===== config.mk =====
export PLATFORM = sky130hd
export DESIGN_NAME = etapa_fetch
export DESIGN_NICKNAME = d
export VERILOG_FILES = /design/src/rtl/etapa_fetch_pkg.sv /design/src/rtl/registro_if_id.sv /design/src/rtl/etapa_fetch.sv
export SDC_FILE = /design/constraint.sdc
export NUM_CORES = 1
export LEC_CHECK = 0
export BUFFER_PORTS_ARGS = -buffer_cell sky130_fd_sc_hd__buf_2
export CORE_AREA = 4 4 84 86
export DETAILED_ROUTE_END_ITERATION = 16
export DIE_AREA = 0 0 88 90
export MAX_ROUTING_LAYER = met4
export PLACE_DENSITY = 0.71
export SLEW_MARGIN = 20
export SYNTH_ARGS = -nofsm -noshare
export SYNTH_HDL_FRONTEND = slang
export SYNTH_SLANG_ARGS = --single-unit

===== constraint.sdc =====
create_clock -name clk -period 1.6 [get_ports clk]
set_input_delay 0.08 -clock clk [delete_from_list [all_inputs] [get_ports clk]]
set_output_delay 0.08 -clock clk [all_outputs]
set_load 0.02 [all_outputs]

===== src/rtl/etapa_fetch_pkg.sv =====
// Shared definitions for the instruction-fetch stage: default widths,
// the HLT encoding and the fetch state encoding.
package etapa_fetch_pkg;

    localparam int          ANCHO_DIR_DEF  = 10;
    localparam int          ANCHO_INST_DEF = 32;
    localparam logic [31:0] INST_HLT_DEF   = 32'h0000_0000;

    typedef enum logic {
        RUN  = 1'b0,
        HALT = 1'b1
    } estado_e;

endpackage


===== src/rtl/registro_if_id.sv =====
// Generic pipeline register with valid bit: reset/flush clear, hold freezes,
// bubble drops only the valid bit, otherwise the new entry is captured.
module registro_if_id #(
    parameter int ANCHO = 52
) (
    input  logic             clk,
    input  logic             reset_i,
    input  logic             flush_i,
    input  logic             hold_i,
    input  logic             bubble_i,
    input  logic [ANCHO-1:0] datos_i,
    output logic [ANCHO-1:0] datos_o,
    output logic             valido_o
);

    logic [ANCHO-1:0] datos_q, datos_d;
    logic             valido_q, valido_d;

    always_comb begin
        datos_d  = datos_q;
        valido_d = valido_q;
        if (reset_i || flush_i) begin
            datos_d  = '0;
            valido_d = 1'b0;
        end else if (!hold_i) begin
            if (bubble_i) begin
                valido_d = 1'b0;
            end else begin
                datos_d  = datos_i;
                valido_d = 1'b1;
            end
        end
    end

    always_ff @(posedge clk) begin
        datos_q  <= datos_d;
        valido_q <= valido_d;
    end

    assign datos_o  = datos_q;
    assign valido_o = valido_q;

endmodule


===== src/rtl/etapa_fetch.sv =====
// Instruction-fetch stage: PC, next-PC mux toward a synchronous-read memory,
// and the IF/ID register. HLT detection/halting is built only with FETCH_HLT_EN.
module etapa_fetch
    import etapa_fetch_pkg::*;
#(
    parameter int                    ANCHO_DIR  = ANCHO_DIR_DEF,
    parameter int                    ANCHO_INST = ANCHO_INST_DEF,
    parameter logic [ANCHO_DIR-1:0]  PC_RESET   = '0,
    parameter logic [ANCHO_INST-1:0] INST_HLT   = INST_HLT_DEF
) (
    input  logic                  clk,
    input  logic                  reset,
    output logic [ANCHO_DIR-1:0]  direccion,
    input  logic [ANCHO_INST-1:0] instruccion_mem,
    input  logic                  stall,
    input  logic                  salto,
    input  logic [ANCHO_DIR-1:0]  destino,
    output logic [ANCHO_INST-1:0] instruccion,
    output logic [ANCHO_DIR-1:0]  pc_out,
    output logic [ANCHO_DIR-1:0]  pc_mas1,
    output logic                  valido,
    output logic                  detenido
);

    logic [ANCHO_DIR-1:0] pc_q, pc_inc;
    estado_e              estado_q;
    logic                 es_hlt, entra_halt;

`ifdef FETCH_HLT_EN
    assign es_hlt   = (instruccion_mem == INST_HLT);
    assign detenido = (estado_q == HALT);
`else
    logic unused_hlt;
    assign unused_hlt = (instruccion_mem == INST_HLT);
    assign es_hlt     = 1'b0;
    assign detenido   = 1'b0;
`endif

    assign pc_inc     = pc_q + 1'b1;
    assign entra_halt = (estado_q == RUN) && es_hlt && !stall && !salto;

    // The PC also freezes on the edge that enters HALT, so it stays on the HLT word.
    always_comb begin
        if (reset)
            direccion = PC_RESET;
        else if (salto)
            direccion = destino;
        else if (stall || estado_q == HALT || entra_halt)
            direccion = pc_q;
        else
            direccion = pc_inc;
    end

    always_ff @(posedge clk) begin
        pc_q <= direccion;
        if (reset) begin
            estado_q <= RUN;
        end else begin
            case (estado_q)
                RUN:     if (entra_halt) estado_q <= HALT;
                HALT:    if (salto)      estado_q <= RUN;
                default: estado_q <= RUN;
            endcase
        end
    end

    registro_if_id #(
        .ANCHO(ANCHO_INST + 2*ANCHO_DIR)
    ) u_if_id (
        .clk      (clk),
        .reset_i  (reset),
        .flush_i  (salto),
        .hold_i   (stall),
        .bubble_i (estado_q == HALT),
        .datos_i  ({instruccion_mem, pc_q, pc_inc}),
        .datos_o  ({instruccion, pc_out, pc_mas1}),
        .valido_o (valido)
    );

endmodule


==> results.txt, run 1 <==
The run finished, with violations left. The checks that failed: negative setup slack. The global-route usage over all layers is 21.3%. The area share of the largest cell type after synthesis is 51.8%. The mean instance size in the synthesized netlist came out at 8.05 µm².

The post-layout total power came out at 3.76 mW. The detailed router finished its first iteration with 93 violations. The kind of critical path is flip-flop to output port. The tool flagged a number of max-cap violations equal to 0.

The filler-free cell count of the finished design is 559. The number of vias in the routed layout came out at 2,842. The first-pass detailed-route iteration total came out at 4. The deepest level of the CTS H-tree is 3. The post-placement cell count came out at 501. The number of nets in the layout came out at 524. The worst-case IR drop observed on VDD is 0.640 mV. The top cell types in the final layout, fill and taps aside, are 98 x buf_2, 89 x nand2_1, 55 x dfxtp_1. For this run the aggregate overflow at the end of global routing stands at 0. The share of the cycle needed by the critical path after routing came out at 121%. The detailed-route wire length came out at 8200 µm. The headroom to the max-slew limit is 66.3%. After detailed routing, the number of vias per cell comes to 5.08. The maximum clock frequency is 516 MHz. The number of global-route vias before repair was 2,820. The CTS sink count came out at 64.

Setup repair after global routing could not meet its margin everywhere. The half-perimeter wire length after detailed placement came out at 5250 µm. Buffers placed on the I/O ports in this run total 108. The worst setup path is captured at an output port. The count of warnings emitted by yosys is 0.

Counting along the longest clock path gives a buffer depth of 2. The register clock-pin slew on the reported worst setup and hold paths came out at 0.07 ns. The number of placed I/O pins came out at 110. In the post-synthesis netlist, the biggest area contributors are dfxtp_1 52%, nand2_1 14%, a21oi_1 9.3%. At the later pin of the worst-skew pair, clock insertion delay measures 0.34 ns. The row count came out at 29. The starting utilization of the core area is 39.4%. The most frequent standard cell in the layout excluding fill and tap cells is buf_2. The tightest min-delay check is of the input port to flip-flop type. The initial antenna violation count came to 0. In this run, synthesis produced a sequential element count of 64. The kind of start point of the critical path is a flip-flop. The die is 90 µm tall. Summed over all instances, the cell type with the most area after synthesis is dfxtp_1.

TritonCTS built the clock tree. The number of pins exceeding their max-slew limit in the final report came out at 0. The tree is rooted in a clkbuf_8. The data arrival at the endpoint of the critical path came out at 1.86 ns. The antenna cell count came out at 0. The cell area after synthesis came out at 2470 µm².

The net count of the mapped netlist is 354. The horizontal die dimension came out at 88 µm. The final clock skew came out at 0.0147 ns. The placeable core region came out at 6280 µm². The final-report hold violation count came out at 0. For this run, the register share of the synthesized area comes to 51.8%. After detailed routing, the average wire length per cell comes to 14.7 µm. In this run the worst path has a maximum fanout of 4. The number of clock buffers added by TritonCTS is 9. The post-synthesis cell type count is 30. The area growth from synthesis to final layout is 68.4%. The number of instances in the synthesized netlist is 307. Entering global routing, the biggest net connects 40 pins. The share of final-layout standard cells stronger than drive strength 1 is 41.3%. At the pin with the least slew margin, the transition time is 0.503 ns. The minimum setup slack in the final design is -0.336 ns. The leakage power figure is 1.81 nW. The last weighted congestion value of the routability-driven placer is 0.893. Power spread over the standard cell area amounts to 903 nW/µm². For the worst setup path, the data required time is 1.52 ns. The shortest clock period the worst path allows after layout is 1.94 ns. The count of final setup violators is 10. The DRC violation count after routing came out at 0. The residual antenna-violating net count after detailed routing is 0. The die outline area is 7920 µm². The first global-routing pass estimated 13,200 µm of wire.
cell usage after synthesis (all sizes together):
| cell | instances |
|---|---|
| xnor2 | 3 |
| nor3b | 1 |
| nand4bb | 1 |
| or3 | 6 |
| or4 | 5 |
| a211oi | 5 |
| or2 | 2 |
| nand3 | 4 |
| clkbuf | 17 |
| inv | 3 |
| nor2 | 14 |
| dfxtp | 64 |
| a311oi | 7 |
| nand2 | 90 |
| xor2 | 2 |
| ha | 1 |
| a31oi | 5 |
| nor4 | 1 |
| clkinv | 1 |
| buf | 6 |
| o31ai | 5 |
| a21oi | 46 |
| conb | 1 |
| o31a | 2 |
| and2 | 1 |
| o21ai | 12 |
| nand4 | 2 |
power breakdown:
group          leakage, nW  switching, mW  internal [mW]  total [mW]
Sequential           0.527         0.0440           1.65        1.70
Clock                0.100          0.686          0.735        1.42
Combinational         1.19          0.339          0.300       0.639
Total                 1.81           1.07           2.69        3.76
what timing repair did:
| item | 4_1_cts | 5_1_grt |
|---|---|---|
| hold endpoints to repair | 32 | 0 |
| pin swaps | 9 | 6 |
| hold buffers | 32 | 0 |
| buffers inserted | 8 | 3 |
| setup endpoints to repair | 10 | 13 |
| gates resized for setup | 28 | 16 |
cells by family after synthesis:
group,synth area share [%]
buffers and inverters,4.56
XOR/XNOR,1.77
flip-flops,51.8
AO/OA/AOI/OAI,19.2
adder cells (fa/ha/maj),0.506
AND/OR/NAND/NOR,21.9
other,0.152
layer usage:
metal	vias to the layer above	wire length, µm	GRT usage [%]
li1	1395	-	-
met1	1344	3450	25.6
met4	0	77	7.80
met3	8	433	3.47
met5	-	0	-
met2	95	4240	35.4
area by class of cell:
cell class	count	area, µm²
Timing Repair Buffer	182	1270
Clock buffer	9	124
Multi-Input combinational cell	216	1270
Inverter	4	15.0
Fill cell	525	2120
Clock inverter	7	81.3
Tap cell	77	96.3
Sequential cell	64	1300
worst max-delay path, stage by stage (launching register included):
cell	delay, ns
dfxtp_2	0.33
or2_4	0.26
or4_4	0.53
a311oi_4	0.25
buf_6	0.16
state kept, by name (all words and copies together), names as in the netlist:
signal,flops
estado_q,1
u_if_id.valido_o,1
u_if_id.datos_o,52
pc_q,10
worst paths after layout:
kind	startpoint	end	slack [ns]	depth (start not counted)
setup reg to reg	pc_q[0]$_DFF_P_	pc_q[2]$_DFF_P_	0.04	8
hold / removal	stall	u_if_id.valido_o$_SDFFE_PP0N_	0.08	3
hold reg to reg	u_if_id.datos_o[38]$_SDFFE_PP0P_	u_if_id.datos_o[38]$_SDFFE_PP0P_	0.45	2
setup / recovery	estado_q$_SDFF_PP0_	direccion[8]	-0.34	4
through the flow:
| stage | area (µm²) | util, % | hold slack [ns] | setup TNS, ns | worst slack (ns) |
|---|---|---|---|---|---|
| 3_3_place_gp | 3410 | 54.4 | 0.320 | -0.161 | -0.0991 |
| 2_1_floorplan | 2620 | - | 0.216 | -0.205 | -0.0996 |
| 3_5_place_dp | 3410 | 54.4 | 0.326 | -0.251 | -0.103 |
| 6_report | 4160 | 66.3 | 0.0763 | -2.31 | -0.336 |
| 4_1_cts | 4090 | 65.1 | 0.0619 | -2.55 | -0.331 |
| 5_1_grt | 4160 | 66.3 | 0.0987 | -2.99 | -0.380 |
No activity file was read; power rests on OpenSTA's default activity.
==> inputs of run 2 (changes only) <==
--- a/config.mk
+++ b/config.mk
@@ -6,10 +6,9 @@
 export NUM_CORES = 1
 export LEC_CHECK = 0
 export BUFFER_PORTS_ARGS = -buffer_cell sky130_fd_sc_hd__buf_2
-export CORE_AREA = 4 4 84 86
+export CORE_AREA = 3 3 83 85
 export DETAILED_ROUTE_END_ITERATION = 16
-export DIE_AREA = 0 0 88 90
-export MAX_ROUTING_LAYER = met4
+export DIE_AREA = 0 0 86 88
 export PLACE_DENSITY = 0.71
 export SLEW_MARGIN = 20
 export SYNTH_ARGS = -nofsm -noshare
==> constraint.sdc (replaced) <==
create_clock -name clk -period 1.6 [get_ports clk]
set_input_delay 0.16 -clock clk [delete_from_list [all_inputs] [get_ports clk]]
set_output_delay 0.16 -clock clk [all_outputs]
set_load 0.02 [all_outputs]
==> run 2 against run 1 <==
The run still ends with negative setup slack left. Clock skew shrank 0.0076 ns. Worst setup slack lost 0.11 ns. Non-clock buffer count shrank 27. Clock power grew 4%. First-iteration DRC count is the same. Clock-buffer cell count grew 4. Flip-flop and latch count is the same. Cell area shrank 6.9%. Register-to-register slack lost 0.05 ns. Sequential share of layout area grew 2.3 points.
==> results.txt, run 2 (synthesized netlist as in run 1, its figures left out) <==
Status: finished, violations left (unchanged). Violated checks: negative setup slack (unchanged). The path category of the worst min-delay check is input port to flip-flop (unchanged). The type of element capturing the critical path is an output port (unchanged). The maximum clock frequency came to 489 MHz (was 516 MHz). The combinational cell fraction of total power came out at 15.2% (was 17.0%). The number of buffers added on ports came out at 108 (unchanged).

The top fanout value on the critical path came out at 4 (unchanged). The number of global-route vias before repair is 2,468 (was 2,820). The residual antenna-violating net count after detailed routing came out at 0 (unchanged).

The beginning of the worst register-to-register path is estado_q$_SDFF_PP0_ (was pc_q[0]$_DFF_P_). The deepest level of the CTS H-tree is 3 (unchanged). The count of final setup violators came to 11 (was 10). The CTS sink count came out at 64 (unchanged). The register clock-pin slew on the reported worst setup and hold paths came out at 0.07 ns (about the same).

The worst setup path startpoint is estado_q$_SDFF_PP0_ (unchanged). The largest voltage drop on the vdd net is 0.812 mV (was 0.640 mV). The final-report hold violation count is 0 (unchanged). The antenna cell count came out at 0 (unchanged). The clock power share came out at 39.5% (was 37.8%).

The number of buffers on the longest clock path came to 2 (unchanged). Leading cell types in the layout, fill and taps excluded: 99 x buf_2, 90 x nand2_1, 55 x dfxtp_1 (was 98 x buf_2, 89 x nand2_1, 55 x dfxtp_1). The kind of start point of the critical path is a flip-flop (unchanged).

The power per cell area came to 967 nW/µm² (was 903 nW/µm²). The average via count per standard cell is 4.88 (was 5.08). The capturing instance or port of the critical path is direccion[8] (unchanged). The number of placed I/O pins came out at 110 (unchanged).

The area growth from synthesis to final layout came out at 56.9% (was 68.4%). The minimum hold slack came out at 0.0586 ns (was 0.0763 ns). The global-route usage over all layers came out at 18.8% (was 21.3%). The portion of total power attributed to sequential cells is 45.3% (was 45.2%).

The total stage count of the critical path came to 4 (unchanged). The count of fill cells added during filler insertion came out at 569 (was 525). The die outline area is 7570 µm² (was 7920 µm²). The buffer and inverter count on the worst path is 1 (unchanged). The number of pins exceeding their max-slew limit in the final report is 0 (unchanged). The switching power share of the total is 26.0% (was 28.4%). The TritonCTS clock tree was yes (unchanged). The most frequent standard cell in the layout excluding fill and tap cells is buf_2 (unchanged). The number of cell instances on the worst register-to-register path was 10 (was 8). The utilization after layout is 61.8% (was 66.3%). The headroom to the max-slew limit came out at 62.8% (was 66.3%).

The buffer type at the clock tree root is clkbuf_8 (unchanged). The kind of cell adding the most delay to the critical path is simple AND/OR/NAND/NOR gates (unchanged). The share of final-layout standard cells stronger than drive strength 1 is 44.0% (was 41.3%).

The kind of critical path was flip-flop to output port (unchanged). The first-pass detailed-route iteration total came out at 4 (unchanged). The share of the cycle needed by the critical path after routing came out at 128% (was 121%).

The pin count of the biggest net entering global routing is 50 (was 40). The required time of the critical path came out at 1.44 ns (was 1.52 ns). The number of vias in the routed layout is 2,595 (was 2,842). The cell internal power dissipation was 2.77 mW (was 2.69 mW). The DRC violation count after routing came to 0 (unchanged). The delay of the slowest critical-path stage is 0.53 ns (about the same).

The transition time at the pin with the least slew margin came out at 0.556 ns (was 0.503 ns). The reg-to-reg setup timing slack is -0.01 ns (was 0.04 ns). The detailed-route wire length per cell came out at 13.2 µm (was 14.7 µm). The overflow left after global routing came out at 0 (unchanged). The switching power is 976 µW (was 1.07 mW).

The leakage power figure is 1.71 nW (was 1.81 nW). The shortest clock period the worst path allows after layout is 2.04 ns (was 1.94 ns). The max-capacitance violation count is 0 (unchanged). Worst path cell trace: or2_4 > or4_4 > a311oi_4 > buf_6 (unchanged).

The TritonCTS buffer count is 9 (unchanged). The number of DRC violations after detailed-routing iteration 0 came to 93 (unchanged). The row count is 29 (unchanged). The wire length of the first global-routing pass is 11,400 µm (was 13,200 µm). The number of flip-flops in the largest register was 52 (unchanged). The minimum setup slack in the final design came out at -0.444 ns (was -0.336 ns). The last weighted congestion value of the routability-driven placer is 0.793 (was 0.893). The capture point of the worst reg-to-reg path is pc_q[0]$_DFF_P_ (was pc_q[2]$_DFF_P_).

The horizontal die dimension came to 86 µm (was 88 µm). Setup repair after global routing missed its margin: yes (unchanged). The detailed-route wire length is 7000 µm (was 8200 µm). The number of nets in the layout came out at 497 (was 524). The final clock skew is 0.00710 ns (was 0.0147 ns). The data arrival at the endpoint of the critical path came out at 1.88 ns (was 1.86 ns). The placeable core region came out at 6280 µm² (unchanged).

The setup TNS was -3.21 ns (was -2.31 ns). The starting utilization of the core area is 39.4% (unchanged). The initial antenna violation count is 0 (unchanged).

The clock network latency to the later pin of the worst-skew pair is 0.33 ns (was 0.34 ns). The post-layout total power was 3.75 mW (was 3.76 mW). The cell with the biggest individual delay on the critical path is or4_4 (unchanged). The half-perimeter wire length after detailed placement is 4980 µm (was 5250 µm). The height of the chip is 88 µm (was 90 µm).
==> run 2: metrics by stage <==
stage	worst slack [ns]	instances	instance area, µm²
after CTS	-0.498	528	3830
after floorplan	-0.120	307	2650
after detailed placement	-0.224	504	3450
after global placement	-0.225	504	3450
after global routing	-0.527	532	3880
final	-0.444	532	3880
==> run 2: layout make-up <==
class / count / area [µm²] / area share (%)
Inverter: 4 / 15.0 / 0.387
Tap cell: 77 / 96.3 / 2.49
Multi-Input combinational cell: 216 / 1260 / 32.5
Timing Repair Buffer: 155 / 986 / 25.4
Clock buffer: 13 / 170 / 4.39
Sequential cell: 64 / 1300 / 33.5
Clock inverter: 3 / 47.5 / 1.23
==> run 2: power groups by stage <==
| stage | Clock [mW] | Sequential (mW) | Combinational, mW |
|---|---|---|---|
| 2_1_floorplan | 0 | 1.78 | 0.241 |
| 3_3_place_gp | 0 | 1.73 | 0.512 |
| 3_5_place_dp | 0 | 1.73 | 0.516 |
| 4_1_cts | 1.51 | 1.70 | 0.565 |
| 5_1_grt | 1.59 | 1.71 | 0.622 |
| 6_report | 1.48 | 1.70 | 0.568 |
==> run 2: worst min path at each step <==
stage | startpoint | endpoint | slack, ns | depth (start not counted)
after floorplan | instruccion_mem[0] | u_if_id.datos_o[20]$_SDFFE_PP0P_ | 0.30 | 2
final | instruccion_mem[0] | u_if_id.datos_o[20]$_SDFFE_PP0P_ | 0.06 | 3
after global routing | instruccion_mem[5] | u_if_id.datos_o[25]$_SDFFE_PP0P_ | 0.05 | 3
after detailed placement | instruccion_mem[5] | u_if_id.datos_o[25]$_SDFFE_PP0P_ | 0.41 | 3
after CTS | instruccion_mem[0] | u_if_id.datos_o[20]$_SDFFE_PP0P_ | 0.04 | 3
after global placement | instruccion_mem[1] | u_if_id.datos_o[21]$_SDFFE_PP0P_ | 0.40 | 3
==> run 2: worst min-delay path, stage by stage <==
cell	delay [ns]
buf_2	0.09
nand2_1	0.04
a21oi_1	0.05
==> run 2: metal layers <==
layer | routed length [µm] | track usage, % | part of all wire, % | up-vias
met4 | 150 | 6.62 | 2.1 | 0
met2 | 3410 | 30.9 | 49 | 82
met3 | 445 | 6.40 | 6.4 | 16
li1 | - | - | - | 1337
met1 | 2990 | 23.1 | 43 | 1160
met5 | 0 | 0 | 0 | -
==> run 2: timing repair <==
action | 4_1_cts | 5_1_grt
pin swaps | 8 | 3
buffers inserted | 9 | 4
endpoints found under the setup margin | 10 | 10
resized for setup | 31 | 4
hold buffers | 0 | 0
